### src/rtl/lsu_arb_pkg.sv
// Shared types and constants for the LSU arbiter: FSM states, RV32 load/store funct3 codes, access size codes.
package lsu_arb_pkg;

    typedef enum logic [1:0] {
        IDLE,
        ACCESS,
        RESP
    } state_e;

    localparam logic [2:0] F3_LB  = 3'b000;
    localparam logic [2:0] F3_LH  = 3'b001;
    localparam logic [2:0] F3_LW  = 3'b010;
    localparam logic [2:0] F3_LBU = 3'b100;
    localparam logic [2:0] F3_LHU = 3'b101;
    localparam logic [2:0] F3_SB  = 3'b000;
    localparam logic [2:0] F3_SH  = 3'b001;
    localparam logic [2:0] F3_SW  = 3'b010;

    localparam logic [1:0] SZ_B = 2'b00;
    localparam logic [1:0] SZ_H = 2'b01;
    localparam logic [1:0] SZ_W = 2'b10;

endpackage

### src/rtl/lsu_arb_align_chk.sv
// Alignment checker: flags a misaligned access from the low address bits and the funct3 size field.
module lsu_arb_align_chk
    import lsu_arb_pkg::*;
(
    input  logic [1:0] addr_lo_i,
    input  logic [2:0] func3_i,
    output logic       misaligned_o
);

    always_comb begin
        misaligned_o = 1'b0;
        case (func3_i[1:0])
            SZ_B:    misaligned_o = 1'b0;
            SZ_H:    misaligned_o = addr_lo_i[0];
            SZ_W:    misaligned_o = |addr_lo_i;
            default: misaligned_o = 1'b1;
        endcase
    end

endmodule

### src/rtl/lsu_arbiter.sv
// Two-port arbiter in front of the single LSU port: one access per grant, response two cycles after accept.
// Define LSU_ARB_RR_EN for round-robin arbitration; default is fixed priority with a port-1 starvation counter.
module lsu_arbiter
    import lsu_arb_pkg::*;
#(
    parameter int unsigned STARVE_LIMIT = 8,
    parameter int unsigned CNT_W        = 4
) (
    input  logic        i_clk,
    input  logic        i_rst,
    input  logic [1:0]  i_req_valid,
    output logic [1:0]  o_req_ready,
    input  logic [31:0] i_req_addr0,
    input  logic [31:0] i_req_addr1,
    input  logic        i_req_wren0,
    input  logic        i_req_wren1,
    input  logic [2:0]  i_req_func3_0,
    input  logic [2:0]  i_req_func3_1,
    input  logic [31:0] i_req_wdata0,
    input  logic [31:0] i_req_wdata1,
    output logic [1:0]  o_resp_valid,
    output logic [31:0] o_resp_rdata,
    output logic        o_resp_err,
    output logic [31:0] o_lsu_addr,
    output logic        o_lsu_wren,
    output logic [2:0]  o_lsu_func3,
    output logic [31:0] o_lsu_st_data,
    input  logic [31:0] i_lsu_ld_data
);

    state_e      state_q;
    logic        id_q;
    logic [31:0] addr_q;
    logic        wren_q;
    logic [2:0]  func3_q;
    logic [31:0] wdata_q;
    logic [1:0]  resp_valid_q;
    logic [31:0] rdata_q;
    logic        err_q;

    logic        misaligned;
    logic        arb_en;
    logic [1:0]  grant;

    assign arb_en = (state_q != ACCESS);

    lsu_arb_align_chk u_align_chk (
        .addr_lo_i    (addr_q[1:0]),
        .func3_i      (func3_q),
        .misaligned_o (misaligned)
    );

`ifdef LSU_ARB_RR_EN
    logic rr_ptr_q;

    // Pointer holds the last-granted port; on contention the other one wins.
    always_comb begin
        grant = '0;
        if (arb_en) begin
            if (i_req_valid == 2'b11) grant = rr_ptr_q ? 2'b01 : 2'b10;
            else                      grant = i_req_valid;
        end
    end

    always_ff @(posedge i_clk or posedge i_rst) begin
        if (i_rst)       rr_ptr_q <= 1'b0;
        else if (|grant) rr_ptr_q <= grant[1];
    end
`else
    logic [CNT_W-1:0] starve_q;
    logic             starved;

    assign starved = (starve_q == CNT_W'(STARVE_LIMIT));

    always_comb begin
        grant = '0;
        if (arb_en) begin
            if (i_req_valid[1] && (!i_req_valid[0] || starved)) grant = 2'b10;
            else if (i_req_valid[0])                             grant = 2'b01;
        end
    end

    always_ff @(posedge i_clk or posedge i_rst) begin
        if (i_rst)                                        starve_q <= '0;
        else if (grant[1])                                starve_q <= '0;
        else if (arb_en && i_req_valid[1] && !starved)    starve_q <= starve_q + CNT_W'(1);
    end
`endif

    assign o_req_ready = grant;

    always_ff @(posedge i_clk or posedge i_rst) begin
        if (i_rst) begin
            state_q      <= IDLE;
            id_q         <= 1'b0;
            addr_q       <= '0;
            wren_q       <= 1'b0;
            func3_q      <= '0;
            wdata_q      <= '0;
            resp_valid_q <= '0;
            rdata_q      <= '0;
            err_q        <= 1'b0;
        end else begin
            resp_valid_q <= '0;
            case (state_q)
                IDLE, RESP: begin
                    if (|grant) begin
                        state_q <= ACCESS;
                        id_q    <= grant[1];
                        addr_q  <= grant[1] ? i_req_addr1   : i_req_addr0;
                        wren_q  <= grant[1] ? i_req_wren1   : i_req_wren0;
                        func3_q <= grant[1] ? i_req_func3_1 : i_req_func3_0;
                        wdata_q <= grant[1] ? i_req_wdata1  : i_req_wdata0;
                    end else begin
                        state_q <= IDLE;
                    end
                end
                ACCESS: begin
                    state_q      <= RESP;
                    resp_valid_q <= id_q ? 2'b10 : 2'b01;
                    rdata_q      <= (wren_q || misaligned) ? '0 : i_lsu_ld_data;
                    err_q        <= misaligned;
                end
                default: state_q <= IDLE;
            endcase
        end
    end

    // Write strobe derives from the state register so reset kills it without waiting for a clock.
    assign o_lsu_wren    = (state_q == ACCESS) && wren_q && !misaligned;
    assign o_lsu_addr    = addr_q;
    assign o_lsu_func3   = func3_q;
    assign o_lsu_st_data = wdata_q;
    assign o_resp_valid  = resp_valid_q;
    assign o_resp_rdata  = rdata_q;
    assign o_resp_err    = err_q;

endmodule

### config.mk
export PLATFORM = sky130hd
export DESIGN_NAME = lsu_arbiter
export DESIGN_NICKNAME = d
export VERILOG_FILES = /design/src/rtl/lsu_arb_pkg.sv /design/src/rtl/lsu_arb_align_chk.sv /design/src/rtl/lsu_arbiter.sv
export SDC_FILE = /design/constraint.sdc
export NUM_CORES = 1
export LEC_CHECK = 0
export CAP_MARGIN = 20
export CORE_MARGIN = 1.5
export CORE_UTILIZATION = 41
export DETAILED_ROUTE_END_ITERATION = 12
export GPL_TIMING_DRIVEN = 0
export HOLD_SLACK_MARGIN = 0.06
export PLACE_DENSITY = 0.87
export SETUP_SLACK_MARGIN = 0.02
export SLEW_MARGIN = 20
export SYNTH_ARGS = -nofsm -noshare
export SYNTH_HDL_FRONTEND = slang
export SYNTH_SLANG_ARGS = --single-unit
### constraint.sdc
create_clock -name i_clk -period 10.75 [get_ports i_clk]
set_input_delay 1.6125 -clock i_clk [delete_from_list [all_inputs] [get_ports i_clk]]
set_output_delay 1.6125 -clock i_clk [all_outputs]
set_load 0.02 [all_outputs]
==> results.sh, run 1 <==
export IMPL_drive_gt1_share_pct=5.24
export IMPL_hold_viol=0
export IMPL_root_buffer="clkbuf_16"
export IMPL_rsz0062_at_grt="false"
export IMPL_cts_setup_buffers=0
export IMPL_worstPathArrival_ns=3.49
export IMPL_p_comb_share_pct=39.0
export IMPL_critPathKind="in2out"
export IMPL_syn_nets=666
export IMPL_clk_latency_ns=0.34
export IMPL_firstDrtPassIters=4
export IMPL_cts_tree="yes"
export IMPL_max_vdd_ir_drop_mv=0.0948
export IMPL_seq_area_frac_synth_pct=59.0
export IMPL_hp_class="reg2reg"
export IMPL_fmax_mhz=196
export IMPL_period_needed_ns=5.10
export IMPL_setup_violations_final=0
export IMPL_critPathMaxStageDelay_ns=0.55
export IMPL_clock_power_share_pct=22.8
export IMPL_nNetsFinal=954
export IMPL_wirelength_um=15700
export IMPL_startpoint_type="primary input"
export IMPL_rrSetupSlack_ns=8.68
export IMPL_crit_required_ns=9.14
export IMPL_fp_dieH_um=110
export IMPL_status="complete, no violations"
export IMPL_cap_viol_max_count=0
export IMPL_netSwitchingFraction_pct=33.4
export IMPL_skew_ns=0.00508
export IMPL_power_total_uw=1460
export IMPL_p_per_area_nw_per_um2=184
export IMPL_dp_final_hpwl_um=12200
export IMPL_final_cell_area_um2=7930
export IMPL_whs_ns=0.503
export IMPL_endpoint_kind="output pin"
export IMPL_final_common_cell="clkdlybuf4s50_1"
export IMPL_netlist_area_um2=4660
export IMPL_power_internal_uw=972
export IMPL_synthToLayoutAreaGrowth_pct=70.1
export IMPL_gp_congestion=0.801
export IMPL_cts_sinks=110
export IMPL_setup_tns_ns=0
export IMPL_vias=4802
export IMPL_cts_repair_resized=0
export IMPL_antenna_found_initial=0
export IMPL_initial_utilization_pct=42.4
export IMPL_slew_headroom_pct=63.4
export IMPL_viasPerCell=5.20
export IMPL_power_frac_seq_pct=38.3
export IMPL_htreeDepth=3
export IMPL_grt_max_degree=57
export IMPL_drt_first_iter_violations=270
export IMPL_ys_warn_count=0
export IMPL_ys_seq_elements=110
export IMPL_num_rows=38
export IMPL_drv_slew=0
export IMPL_numCtsBuffers=9
export IMPL_core_region_area_um2=11000
export IMPL_wire_per_inst_um=17.0
export IMPL_n_antenna_cell=0
export IMPL_dieArea_um2=12000
export IMPL_antenna_left=0
export IMPL_finalWorstSetupSlack_ns=5.65
export IMPL_cp_max_fo=10
export IMPL_io_pins=277
export IMPL_crit_slowest_cell="clkdlybuf4s50_1"
export IMPL_avgSynthCellArea_um2=9.48
export IMPL_cts_buffer_depth=2
export IMPL_dp_slack_ns=5.63
export IMPL_layout_common_cells="clkdlybuf4s50_1, nand2_1, dfrtp_1"
export IMPL_dpl_cell_area_um2=7630
export IMPL_dieWidth_um=110
export IMPL_grt_pass1_vias=4803
export IMPL_grt_total_usage_pct=25.5
export IMPL_clk_pin_slew_worst_paths_ns=0.07
export IMPL_drc=0
export IMPL_worstMarginPinSlew_ns=0.549
export IMPL_port_buffer_count=276
export IMPL_p_switching_uw=488
export IMPL_grt_pass1_wl_um=23500
export IMPL_p_leak_uw=0.00339
export IMPL_cpMostUsedCell="clkdlybuf4s50_1"
export IMPL_yosysUniqueCellTypes=29
export IMPL_hold_buffers=0
export IMPL_overflow=0
export IMPL_crit_chain="clkdlybuf4s50_1 > inv_1 > o211ai_4 > inv_2 > buf_2 > clkdlybuf4s50_1"
export IMPL_postSynthCellCount=492
export IMPL_fin_crit_sh_pct=47.5
cells in the mapped netlist:
cell type	number	area share, %
nand2_1	140	11
dfrtp_1	110	59
nor2_1	72	5.8
a31oi_1	68	9.1
a22o_1	32	6.0
buf_2	17	1.8
clkbuf_1	13	1.0
inv_1	6	0.48
buf_1	4	0.32
nand3_1	3	0.32
o21ai_0	3	0.32
a21oi_1	2	0.21
and2_1	2	0.27
buf_6	2	0.48
ha_1	2	0.54
mux2_2	2	0.48
nor4_1	2	0.27
a211oi_1	1	0.16
and3b_1	1	0.19
buf_4	1	0.16
inv_2	1	0.080
nand2b_1	1	0.13
nand3b_1	1	0.16
nor3_1	1	0.11
nor3_2	1	0.21
o211ai_4	1	0.46
o21a_1	1	0.16
o22a_1	1	0.19
o31ai_1	1	0.16
cells by family (layout without fill, tap and decap cells):
logic type / Yosys count / in the layout / share of synthesized area [%]
and+or+nand+nor: 224 / 224 / 18.7
AOI/OAI and AO/OA: 110 / 110 / 16.8
DFF: 110 / 110 / 59.0
buffers and inverters: 44 / 335 / 4.40
adders and majority gates: 2 / 2 / 0.537
muxes: 2 / 2 / 0.483
sequential cells by signal (all words and copies together) (netlist names):
signal         cells
id_q               1
wren_q             1
o_lsu_st_data     32
starve_q           4
o_lsu_addr        32
o_resp_rdata      32
o_resp_valid       2
o_resp_err         1
o_lsu_func3        3
state_q            2
layout make-up:
cell class	count	area [µm²]
buffer	37	179
clock buffer	11	253
clock inverter	3	45.0
fill	791	3050
inverter	7	31.3
multi-input combinational	338	1700
sequential	110	2750
tap	140	175
timing repair buffer	277	2790
final timing paths:
kind,startpoint,to,cells past startpoint
setup / recovery,i_req_valid[0],o_req_ready[1],6
hold / removal,o_resp_rdata[28],o_resp_rdata[28],1
setup reg to reg,starve_q[0],o_lsu_st_data[10],9
hold reg to reg,o_resp_rdata[28],o_resp_rdata[28],1
max in group asynchronous,i_rst,o_lsu_addr[25],3
min in group asynchronous,i_rst,o_resp_rdata[12],2
routing by layer:
metal / GRT usage (%) / vias up / part of all wire (%) / routed length [µm]
met5: 0 / - / 0 / 0
met4: 9.18 / 0 / 2.2 / 349
met3: 7.47 / 26 / 9.9 / 1550
met2: 46.4 / 231 / 51 / 8000
met1: 28.0 / 2292 / 37 / 5780
li1: - / 2253 / - / -
per-stage QoR:
stage,instances,util [%]
finish,923,72.2
global route,923,72.2
CTS,923,72.2
detailed placement,909,69.5
global placement,908,69.2
floorplan,492,-
power by group through the flow:
| stage | Sequential (µW) | Clock, µW | Combinational, µW |
|---|---|---|---|
| CTS | 559 | 340 | 573 |
| floorplan | 663 | 0 | 169 |
| finish | 559 | 333 | 569 |
| global route | 570 | 360 | 608 |
| detailed placement | 565 | 0 | 570 |
| global placement | 560 | 0 | 556 |
critical path: cells and delay by family:
| family | cells | cell delay [ns] |
|---|---|---|
| compound gates | 1 | 0.34 |
| buf+inv | 5 | 1.53 |
(Power assumes the default switching activity.)
==> run 2: changes to the inputs <==
CORE_UTILIZATION = 38   (was 41)
PLACE_DENSITY = 0.81   (was 0.87)
clock period = 5 ns   (was 10.75 ns; I/O delays follow)
==> results.sh, run 2 (synthesis gave the netlist of run 1 again) <==
export IMPL_status="complete, no violations"
export IMPL_fin_crit_sh_pct=68.5
export IMPL_antenna_found_initial=0
export IMPL_drc=0
export IMPL_worstPathArrival_ns=2.68
export IMPL_endpoint_kind="output pin"
export IMPL_root_buffer="clkbuf_16"
export IMPL_hold_viol=0
export IMPL_layout_common_cells="clkdlybuf4s50_1, nand2_1, dfrtp_1"
export IMPL_numCtsBuffers=9
export IMPL_rrSetupSlack_ns=2.85
export IMPL_grt_total_usage_pct=24.0
export IMPL_fmax_mhz=292
export IMPL_htreeDepth=3
export IMPL_viasPerCell=5.09
export IMPL_clk_pin_slew_worst_paths_ns=0.07
export IMPL_port_buffer_count=276
export IMPL_p_switching_uw=1060
export IMPL_multiInputGateArea_um2=1700
export IMPL_max_vdd_ir_drop_mv=0.175
export IMPL_drt_first_iter_violations=230
export IMPL_regArea_um2=2750
export IMPL_worstMarginPinSlew_ns=0.545
export IMPL_num_rows=40
export IMPL_cts_tree="yes"
export IMPL_whs_ns=0.504
export IMPL_cts_setup_buffers=0
export IMPL_nNetsFinal=954
export IMPL_dp_final_hpwl_um=12200
export IMPL_grt_max_degree=60
export IMPL_rr_worst_depth=8
export IMPL_fp_dieH_um=114
export IMPL_io_pins=277
export IMPL_firstDrtPassIters=5
export IMPL_dieWidth_um=114
export IMPL_finalWorstSetupSlack_ns=1.57
export IMPL_power_internal_uw=2080
export IMPL_startpoint_type="primary input"
export IMPL_critPathKind="in2out"
export IMPL_dieArea_um2=12900
export IMPL_rsz0062_at_grt="false"
export IMPL_clock_power_share_pct=22.9
export IMPL_grt_pass1_vias=4901
export IMPL_cts_repair_resized=0
export IMPL_period_needed_ns=3.43
export IMPL_hold_buffers=0
export IMPL_gp_congestion=0.863
export IMPL_timing_rr_start="starve_q[1]"
export IMPL_grt_pass1_wl_um=24400
export IMPL_cap_viol_max_count=0
export IMPL_slew_headroom_pct=63.6
export IMPL_synthToLayoutAreaGrowth_pct=70.3
export IMPL_initial_utilization_pct=38.8
export IMPL_n_antenna_cell=0
export IMPL_p_comb_share_pct=38.8
export IMPL_cts_buffer_depth=2
export IMPL_hp_class="reg2reg"
export IMPL_drv_slew=0
export IMPL_dp_slack_ns=1.57
export IMPL_vias=4741
export IMPL_holdCritStartpoint="id_q"
export IMPL_power_frac_seq_pct=38.3
export IMPL_overflow=0
export IMPL_n_fill_cell=943
export IMPL_final_common_cell="clkdlybuf4s50_1"
export IMPL_p_per_area_nw_per_um2=396
export IMPL_setup_violations_final=0
export IMPL_holdPathStages=1
export IMPL_cp_max_fo=10
export IMPL_timing_rr_end="id_q"
export IMPL_crit_required_ns=4.25
export IMPL_wirelength_um=15800
export IMPL_cts_sinks=110
export IMPL_clk_latency_ns=0.34
export IMPL_netSwitchingFraction_pct=33.8
export IMPL_skew_ns=0.00547
export IMPL_p_leak_uw=0.00340
export IMPL_drive_gt1_share_pct=5.35
export IMPL_antenna_left=0
export IMPL_wire_per_inst_um=16.9
export IMPL_core_region_area_um2=12000
export IMPL_min_to="o_resp_valid[0]"
## run 2: critical path: stages
cell	delay [ns]
clkdlybuf4s50_1	0.49
inv_1	0.14
o211ai_4	0.36
inv_2	0.15
buf_2	0.22
clkdlybuf4s50_1	0.55
## run 2: layer usage
layer	track usage [%]	vias up	part of all wire, %
met5	0	-	0
met4	9.25	0	2.1
met3	6.27	24	8.7
met2	43.2	230	50
met1	27.4	2233	39
li1	-	2254	-
## run 2: through the flow
stage	TNS, ns	utilization (%)	instances	instance area [µm²]	total power, µW
2_1_floorplan	0	-	492	4660	1790
3_3_place_gp	-10.58	63.3	915	7610	2410
3_5_place_dp	0	63.6	916	7640	2450
4_1_cts	0	66.1	932	7940	3170
5_1_grt	0	66.1	932	7940	3300
6_report	0	66.1	932	7940	3150
## run 2: how the worst max path moves through the flow
stage / start / to / slack (ns)
floorplan: i_rst / id_q / 1.35
global placement: i_rst / o_lsu_st_data[15] / -0.10
detailed placement: i_req_valid[0] / o_req_ready[1] / 1.57
CTS: i_req_valid[0] / o_req_ready[1] / 1.56
global route: i_req_valid[0] / o_req_ready[1] / 1.51
finish: i_req_valid[0] / o_req_ready[1] / 1.57
## run 2: area by class of cell
cell class | instances | area share (%)
Clock inverter | 5 | 0.725
Buffer | 37 | 2.25
Inverter | 7 | 0.394
Clock buffer | 11 | 3.06
Sequential cell | 110 | 34.7
Multi-Input combinational cell | 338 | 21.5
Tap cell | 147 | 2.32
Timing Repair Buffer | 277 | 35.1
## run 2: power by group through the flow
stage / registers (µW) / clock network, µW / logic, µW
after CTS: 1200 / 736 / 1230
after global placement: 1210 / 0 / 1200
final: 1200 / 721 / 1220
after floorplan: 1430 / 0 / 363
after global routing: 1230 / 765 / 1300
after detailed placement: 1220 / 0 / 1230
==> run 3: changes to the inputs <==
clock period = 3.4 ns   (was 5 ns; I/O delays follow)
==> results.sh, run 3 (synthesis gave the netlist of run 1 again) <==
export IMPL_gp_congestion=0.875
export IMPL_timing_rr_start="starve_q[0]"
export IMPL_critPathKind="reg2out"
export IMPL_vias=4734
export IMPL_n_antenna_cell=0
export IMPL_drive_gt1_share_pct=5.48
export IMPL_slew_headroom_pct=64.9
export IMPL_status="complete, no violations"
export IMPL_firstDrtPassIters=5
export IMPL_cp_max_fo=10
export IMPL_hp_class="reg2reg"
export IMPL_cts_sinks=110
export IMPL_grt_pass1_vias=4845
export IMPL_fmax_mhz=324
export IMPL_setup_tns_ns=0
export IMPL_port_buffer_count=276
export IMPL_grt_pass1_wl_um=24800
export IMPL_grt_total_usage_pct=24.4
export IMPL_io_pins=277
export IMPL_worstPathArrival_ns=2.58
export IMPL_dp_cells=918
export IMPL_nNetsFinal=956
export IMPL_drc=0
export IMPL_period_needed_ns=3.09
export IMPL_antenna_left=0
export IMPL_drv_slew=0
export IMPL_overflow=0
export IMPL_holdCritStartpoint="id_q"
export IMPL_dp_final_hpwl_um=12400
export IMPL_htreeDepth=3
export IMPL_cts_tree="yes"
export IMPL_rsz0062_at_grt="false"
export IMPL_final_instance_count_excl_fill=932
export IMPL_initial_utilization_pct=38.8
export IMPL_setup_violations_final=0
export IMPL_wire_per_inst_um=17.1
export IMPL_core_region_area_um2=12000
export IMPL_fp_dieH_um=114
export IMPL_crit_required_ns=2.89
export IMPL_hold_viol=0
export IMPL_cts_repair_resized=0
export IMPL_hold_buffers=0
export IMPL_layout_common_cells="clkdlybuf4s50_1, nand2_1, dfrtp_1"
export IMPL_worstMarginPinSlew_ns=0.527
export IMPL_p_leak_uw=0.00339
export IMPL_p_per_area_nw_per_um2=574
export IMPL_clk_latency_ns=0.34
export IMPL_cts_setup_buffers=0
export IMPL_final_common_cell="clkdlybuf4s50_1"
export IMPL_crit_start="starve_q[0]"
export IMPL_antenna_found_initial=0
export IMPL_cts_buffer_depth=2
export IMPL_root_buffer="clkbuf_16"
export IMPL_cap_viol_max_count=0
export IMPL_synthToLayoutAreaGrowth_pct=70.5
export IMPL_drt_first_iter_violations=250
export IMPL_grt_max_degree=37
export IMPL_dieWidth_um=114
export IMPL_wirelength_um=15900
export IMPL_numCtsBuffers=9
export IMPL_startpoint_type="flip-flop"
export IMPL_max_vdd_ir_drop_mv=0.226
export IMPL_whs_ns=0.486
export IMPL_num_rows=40
export IMPL_clk_pin_slew_worst_paths_ns=0.07
export IMPL_dieArea_um2=12900
export IMPL_fin_crit_sh_pct=90.9
export IMPL_endpoint_kind="output pin"
export IMPL_viasPerCell=5.08
export IMPL_skew_ns=0.00701
[run 3: cell types whose count changed in the layout (fill, tap and decap cells not counted), sizes merged]
| cell | delta |
|---|---|
| bufinv | -1 |
| clkinv | -1 |
| clkinvlp | +2 |
| buf | +2 |
| inv | -2 |
[run 3: area by class of cell]
type / instances / area [µm²]
fill: 952 / 4070
inverter: 7 / 30.0
tap: 147 / 184
multi-input combinational: 338 / 1700
clock buffer: 11 / 253
timing repair buffer: 279 / 2820
sequential: 110 / 2750
buffer: 37 / 179
clock inverter: 3 / 21.3
[run 3: path summary, 6_finish.rpt]
| check | to | slack, ns | cells after the start |
|---|---|---|---|
| setup / recovery | o_req_ready[1] | 0.31 | 8 |
| setup reg to reg | o_lsu_st_data[9] | 1.25 | 9 |
| hold / removal | o_resp_valid[0] | 0.49 | 1 |
| max in group asynchronous | o_lsu_addr[13] | 2.11 | 4 |
| hold reg to reg | o_resp_valid[0] | 0.49 | 1 |
| min in group asynchronous | o_lsu_st_data[25] | 0.54 | 2 |
[run 3: metal layers]
| layer | vias up | part of all wire [%] | GRT usage, % |
|---|---|---|---|
| met5 | - | 0 | 0 |
| met4 | 0 | 1.8 | 7.00 |
| met2 | 234 | 50 | 43.7 |
| met1 | 2221 | 41 | 29.2 |
| li1 | 2257 | - | - |
| met3 | 22 | 7.8 | 6.06 |
[run 3: worst max-delay path, stage by stage (launching register included)]
cell and delay (ns):
dfrtp_1 0.38, inv_1 0.08, ha_1 0.23, and3b_1 0.18
buf_2 0.15, o211ai_4 0.30, inv_2 0.14, buf_2 0.21
clkdlybuf4s50_1 0.56
[run 3: through the flow]
| stage | power (µW) | utilization [%] | area (µm²) | worst slack, ns |
|---|---|---|---|---|
| final | 4560 | 66.2 | 7950 | 0.310 |
| after global routing | 4790 | 66.2 | 7950 | 0.167 |
| after CTS | 4590 | 66.2 | 7950 | 0.291 |
| after detailed placement | 3590 | 63.9 | 7670 | 0.479 |
| after global placement | 3540 | 63.4 | 7610 | 0.483 |
| after floorplan | 2630 | - | 4670 | 1.39 |
[run 3: where the power goes]
part	leakage, µW	total (µW)	switching [µW]	internal (µW)
sequential	0.00133	1760	171	1590
combinational	0.00193	1800	920	881
clock	0.000133	992	462	530
total	0.00339	4560	1550	3000
